--- src/rtl/wb_pkg.sv ---
// Shared types and sizes for the writeback register file.
// Used by wb_scoreboard and wb_regfile.
package wb_pkg;
   localparam int DATA_W     = 32;
   localparam int REG_ADDR_W = 5;
   localparam int NUM_REGS   = 32;

   typedef logic [REG_ADDR_W-1:0] reg_addr_t;
   typedef logic [DATA_W-1:0]     data_t;

   localparam reg_addr_t ZERO_REG = 5'd0;
endpackage

--- src/rtl/wb_scoreboard.sv ---
// Pending-write scoreboard: one busy bit per register.
// Provides source lookups for two read ports and the WAW check.
module wb_scoreboard
   import wb_pkg::*;
(
   input  logic      CLK,
   input  logic      RESET,
   input  logic      issue_valid,
   input  reg_addr_t issue_dest,
   input  logic      wb_valid,
   input  reg_addr_t wb_dest,
   input  reg_addr_t rd_a,
   input  reg_addr_t rd_b,
   output logic      busy_a,
   output logic      busy_b,
   output logic      waw
);

   logic [NUM_REGS-1:0] busy;
   logic                set_en;
   logic                clr_en;

   assign set_en = issue_valid && (issue_dest != ZERO_REG);
   assign clr_en = wb_valid && (wb_dest != ZERO_REG);

   // Set is applied last so a new producer wins over the retiring one
   always_ff @(posedge CLK or posedge RESET) begin
      if (RESET) begin
         busy <= '0;
      end else begin
         if (clr_en) busy[wb_dest] <= 1'b0;
         if (set_en) busy[issue_dest] <= 1'b1;
      end
   end

   assign busy_a = busy[rd_a] && (rd_a != ZERO_REG);
   assign busy_b = busy[rd_b] && (rd_b != ZERO_REG);
   assign waw    = set_en && busy[issue_dest];

endmodule

--- src/rtl/wb_regfile.sv ---
// 32x32 register file with pending-write scoreboard and hazard stall.
// Define REGFILE_BYPASS_EN for same-cycle write-through on both read ports.
module wb_regfile
   import wb_pkg::*;
(
   input  logic      CLK,
   input  logic      RESET,
   input  logic      do_writeback1,
   input  reg_addr_t writeRegister1,
   input  data_t     writeData1,
   input  data_t     aluResult1,
   input  logic      MemtoReg1,
   input  reg_addr_t readRegisterA,
   input  reg_addr_t readRegisterB,
   input  logic      issue_valid,
   input  reg_addr_t issue_dest,
   output data_t     readDataA,
   output data_t     readDataB,
   output logic      busyA,
   output logic      busyB,
   output logic      stall
);

   data_t regs [NUM_REGS];
   data_t wdata;
   logic  wb_hit;
   logic  byp_a;
   logic  byp_b;
   logic  sb_busy_a;
   logic  sb_busy_b;
   logic  waw;

   assign wdata  = MemtoReg1 ? writeData1 : aluResult1;
   assign wb_hit = do_writeback1 && (writeRegister1 != ZERO_REG);

   always_ff @(posedge CLK or posedge RESET) begin
      if (RESET) begin
         for (int i = 0; i < NUM_REGS; i++) regs[i] <= '0;
      end else if (wb_hit) begin
         regs[writeRegister1] <= wdata;
      end
   end

`ifdef REGFILE_BYPASS_EN
   assign byp_a = wb_hit && (writeRegister1 == readRegisterA);
   assign byp_b = wb_hit && (writeRegister1 == readRegisterB);
`else
   assign byp_a = 1'b0;
   assign byp_b = 1'b0;
`endif

   always_comb begin
      readDataA = regs[readRegisterA];
      if (readRegisterA == ZERO_REG) readDataA = '0;
      else if (byp_a)                readDataA = wdata;
   end

   always_comb begin
      readDataB = regs[readRegisterB];
      if (readRegisterB == ZERO_REG) readDataB = '0;
      else if (byp_b)                readDataB = wdata;
   end

   wb_scoreboard u_sb (
      .CLK         (CLK),
      .RESET       (RESET),
      .issue_valid (issue_valid),
      .issue_dest  (issue_dest),
      .wb_valid    (do_writeback1),
      .wb_dest     (writeRegister1),
      .rd_a        (readRegisterA),
      .rd_b        (readRegisterB),
      .busy_a      (sb_busy_a),
      .busy_b      (sb_busy_b),
      .waw         (waw)
   );

   // A bypassed source is already satisfied this cycle
   assign busyA = sb_busy_a && !byp_a;
   assign busyB = sb_busy_b && !byp_b;
   assign stall = busyA || busyB || waw;

endmodule

--- config.mk ---
export PLATFORM = sky130hd
export DESIGN_NAME = wb_regfile
export DESIGN_NICKNAME = d
export VERILOG_FILES = /design/src/rtl/wb_pkg.sv /design/src/rtl/wb_scoreboard.sv /design/src/rtl/wb_regfile.sv
export SDC_FILE = /design/constraint.sdc
export NUM_CORES = 2
export LEC_CHECK = 0
export CORE_UTILIZATION = 41
export CTS_CLUSTER_SIZE = 20
export DETAILED_ROUTE_END_ITERATION = 16
export SYNTH_ARGS = -nofsm -noshare
export SYNTH_HDL_FRONTEND = slang
export SYNTH_SLANG_ARGS = --single-unit
export TNS_END_PERCENT = 1
--- constraint.sdc ---
create_clock -name CLK -period 48.9 [get_ports CLK]
set_clock_uncertainty 0.1 [all_clocks]
set_input_delay 7.335 -clock CLK [delete_from_list [all_inputs] [get_ports CLK]]
set_output_delay 7.335 -clock CLK [all_outputs]
set_load 0.01 [all_outputs]
### Word level (Yosys, flattened, before mapping)

Cells that the tools add are included.

* bits in registers: 1056
* bits of input ports: 89
* output and inout bits: 67
* word-level logic and storage cells: 89

* order comparisons: 10
* multiplexer cells: 24
* bitwise operators: 6
* reduce and logical (&&, ||, !) cells: 16

Operator list (number)
* 1024-bit bitwise mux: 1
* 32-bit binary-select mux with 5-bit select: 2
* 32-bit two-way mux: 10
* 32-bit demux with 5-bit select: 1
* 32-bit AND: 1
* 32-bit NOT: 1
* 32-bit bitwise OR: 1
* 5-bit by 6-bit less-than comparator with 1-bit output, second input constant: 4
* 5-bit nonzero test: 4
* 6-bit greater-or-equal comparator, second input constant: 3
* 5-bit NOT with 6-bit output: 3
* 1-bit binary-select mux with 5-bit select: 3
* 1-bit demux with 5-bit select: 2
* 5-bit by 1-bit greater-or-equal comparator with 1-bit output, second input constant: 2
* 5-bit logical NOT: 2
* 1-bit logical AND: 8
* 6-bit by 1-bit less-than comparator with 1-bit output, second input constant: 1
* 1-bit two-way mux: 5
* 1-bit logical OR: 2

### Logic depth before layout (Yosys ltp)

* word-level depth: 9
* gate-level depth with buffers: 9

### Modules after synthesis

From an unflattened synthesis, not the netlist that was laid out.

* cells, all modules: 4946
* area total of the unflattened synthesis: 55330.6 um^2

By module, submodules not included
* wb_regfile: instances 1, cells each 4745, area an instance 53207.3 um^2, sequential area each 25624.6 um^2
* wb_scoreboard: instances 1, cells each 201, area an instance 2123.3 um^2, sequential area each 800.8 um^2

### Least setup slack after synthesis

No wires, ideal clock.

* path kind: input -> output
* from: input readRegisterA[0]
* to: output readDataA[0]
* arrival: 9.011 ns
* slack: 32.454 ns
* stages: 6
* buffers on the path: 2
* cells stage by stage: clkbuf_1 -> buf_2 -> mux4_2 -> mux4_2 -> nand2_1 -> a21oi_1

* cells in the longest elaborated chain, start to end: 5
* elaborated cells between the ends (all ways): 6

Ends and longest elaborated chain
* start: declaration: RTL line wb_regfile.sv:13 `input reg_addr_t readRegisterA,`
* 5-bit NOT with 6-bit output (not written as such): RTL line wb_regfile.sv:53 `readDataA = regs[readRegisterA];`
* 32-bit binary-select mux with 5-bit select: RTL line wb_regfile.sv:53
* 32-bit two-way mux (not written as such) (2 in a row): RTL line wb_regfile.sv:53
* 32-bit two-way mux (*): RTL line wb_regfile.sv:54 `if (readRegisterA == ZERO_REG) readDataA = '0;`
* end: declaration: RTL line wb_regfile.sv:17 `output data_t readDataA,`

Mark *: on every way between the ends. The rest lies on a longest branch, timed or not. The select of a mux whose other input is x is not followed.

### Worst setup path after layout

* from: input readRegisterA[0]
* to: output readDataA[2]

Same word-level chain as after synthesis.

==> results.cfg <==
[global_routing]
grt_max_degree = 173
grt_first_pass_wirelength_um = 247000
antenna_found_initial = 0
grt_pass1_vias = 37308
grt.total_usage = 0.244
grt_overflow = 0

[critical_path]
worstPathCellList = buf_8, buf_4, buf_4, mux4_2, mux4_2, nand2_1, a21oi_1, clkdlybuf4s50_1
r2r_slack_ps = 48010
crit_required_ps = 41470
reg2reg_to = regs[476]$_DFFE_PP0P_
max_stage_delay_ps = 870
critical-path-top-delay-family = buffers and inverters
critPathLaunchType = primary input
worst-path-buf-inv = 4
end_kind = primary output
cp_slowest_cell = buf_4
reg2reg_depth = 2
crit_fanout = 79
r2r_start = regs[476]$_DFFE_PP0P_
worstPathArrival_ps = 11640
path_class = in -> out

[outcome]
violations = design-rule violations
status = complete, but fails checks

[cells_and_area]
nFillCells = 11871
drive_above_1_share = 0.223
final_cells = 6279
multi_input_area_sq_mm = 0.0260
seqCellArea_sq_mm = 0.0264
fin_nets = 4520
synthToLayoutAreaGrowth_pct = 11.6
utilization = 0.461

[synthesis]
synth_seq_cells = 1056
synthXorXnorAreaFrac = 0
yosysSeqAreaShare = 0.487
ys_types = 37
synth_warnings = 0
synth.top_cell.area_share = 0.487
syn_area_per_cell_sq_um = 11.8
synth_compound_area_frac = 0.104
synth-simple-area-share = 0.0858
syn-num-nets = 4693
synth_fa_ha_area_frac = 0
synth_top_area_cell = dfrtp_1
synth_cells = 4604
netlist_top_cells_area = dfrtp_1 (49%), mux4_2 (27%), o21ai_0 (5.8%)
synth_top_family_by_area = multiplexers
muxShareOfSynthArea = 0.283
netlist_area_sq_mm = 0.0543

[power]
total_power_w = 0.00262
max-vdd-ir-drop_v = 0.0000296
p_leak_nw = 25.0
powerDensity_mw_per_mm2 = 43.3

[detailed_routing]
post-route-drc-count = 4
detail_route.vias_per_cell = 5.97
route.vias.total = 37501
wl_per_cell_um = 25.8
finalWirelength_um = 162000
first_iter_violations = 3387
first_pass_iters = 13
ant_nets = 0

[clock_network]
cts_hold_buf = 0
ctsResizeCount = 0
htree_levels = 3
clk_latency_ps = 710
cts_setup_buffers = 0
cts-buffers-inserted = 107
clock_path_buffers = 3
clk_pin_slew_ps = 60
root_buffer = clkbuf_16
clkSinkCount = 1056
cts_tree = done

[min_path]
hold_path_depth = 0
min_to = regs[994]$_DFFE_PP0P_
hold_path.startpoint = regs[994]$_DFFE_PP0P_
min_path_type = reg -> reg

[sta]
holdWs_ps = 295
hold_violations = 0
tightest_slew_ps = 1240
max_slew_margin = 0.171
max_clock_freq_ghz = 0.0524
min_period_ps = 19080
fin_crit_sh = 0.390
slew_violations = 0
finalSetupViolCount = 0
rsz0062_at_grt = false
fin_tns_setup_ps = 0

[placed_design]
hpwl_um = 88200
io_buffers = 155
gp_congestion = 0.796
dp_cells = 6077

[floorplan]
fp.dieH_um = 366
row_count = 133
core_sq_mm = 0.131
dieArea_sq_mm = 0.134
ios = 156
die_x_um = 366
start_util = 0.413

[flow_run]
drv_cap = 0
layout by cell type (no fill, tap or decap), drive strengths merged, types with 13 or more instances in the layout:
cell type / Yosys / layout
dfrtp: 1056 / 1056
mux2i: 43 / 43
clkbuf: 384 / 142
clkdlybuf4s50: 0 / 144
buf: 137 / 95
o21ai: 636 / 636
clkinv: 2 / 33
clkinvlp: 0 / 13
mux4: 662 / 662
a21oi: 449 / 449
nor2: 402 / 402
nand2: 764 / 764
worst register-to-register path, cell delays in order (launching register included):
cell,delay [ps]
dfrtp_1,400
nand2_1,80
o21ai_0,140
state kept, by name, indices dropped and copies added (netlist names):
name / flops
regs: 1024
u_sb.busy: 32
report_power, final:
| group | leakage (nW) | internal, W | switching [W] |
|---|---|---|---|
| clock network | 1.77 | 0.000488 | 0.000368 |
| registers | 13.3 | 0.00106 | 0.000142 |
| logic | 9.87 | 0.000324 | 0.000248 |
final cells by class:
class                   instances  share of cell area
diodes                          1           0.0000413
clock buffers                 142              0.0498
clock inverters                59              0.0104
inverters                       5            0.000434
multi-input cells            3022               0.430
flip-flops and latches       1056               0.436
well taps                    1755              0.0363
repair buffers                239              0.0369
cells in the mapped netlist:
cell type,count
clkinv_1,2
nor2_1,402
or2_2,2
or4_1,1
inv_1,3
buf_2,67
a31oi_1,3
mux4_2,662
o21ai_1,3
nand4b_1,5
mux2_2,2
a21oi_1,449
buf_6,10
nor3_1,3
nor3b_1,4
o22ai_1,1
nand3_1,7
nand2_1,764
a22o_1,11
a2bb2oi_1,2
and3_1,1
nand2b_1,3
buf_1,44
nor4b_2,2
o21ai_0,633
buf_4,16
mux2i_1,43
a211o_1,1
and3b_1,1
o211ai_1,1
nand3b_1,4
clkbuf_1,384
dfrtp_1,1056
a32o_1,4
a221o_1,1
nor2b_1,5
nand4_1,2
per-layer routing:
metal | up-vias | global-route usage | part of all wire
met1 | 19569 | 0.350 | 0.44
li1 | 16374 | - | -
met5 | - | 0 | 0
met3 | 264 | 0.0309 | 0.059
met4 | 0 | 0.0789 | 0.030
met2 | 1294 | 0.388 | 0.48
cells by family after synthesis:
kind of cell           count (synthesis)
and+or+nand+nor                     1206
buffers and inverters                526
muxes                                707
AOI/OAI and AO/OA                   1109
DFF                                 1056
metrics by stage:
| stage | instance area, sq um | worst slack, ps |
|---|---|---|
| 6_report | 60600 | 29820 |
| 5_1_grt | 60600 | 29430 |
| 4_1_cts | 60600 | 29700 |
| 3_5_place_dp | 56900 | 29690 |
| 3_3_place_gp | 56900 | 29730 |
| 2_1_floorplan | 54300 | 11740 |
how the worst max path moves through the flow:
stage	cells after the start	from	slack (ps)	end
floorplan	1	RESET	11740	regs[0]$_DFFE_PP0P_
global placement	8	readRegisterA[0]	29730	readDataA[8]
finish	8	readRegisterA[0]	29820	readDataA[2]
CTS	8	readRegisterA[0]	29700	readDataA[8]
global route	8	readRegisterA[0]	29430	readDataA[8]
detailed placement	8	readRegisterA[0]	29690	readDataA[8]
(Power assumes the default switching activity.)
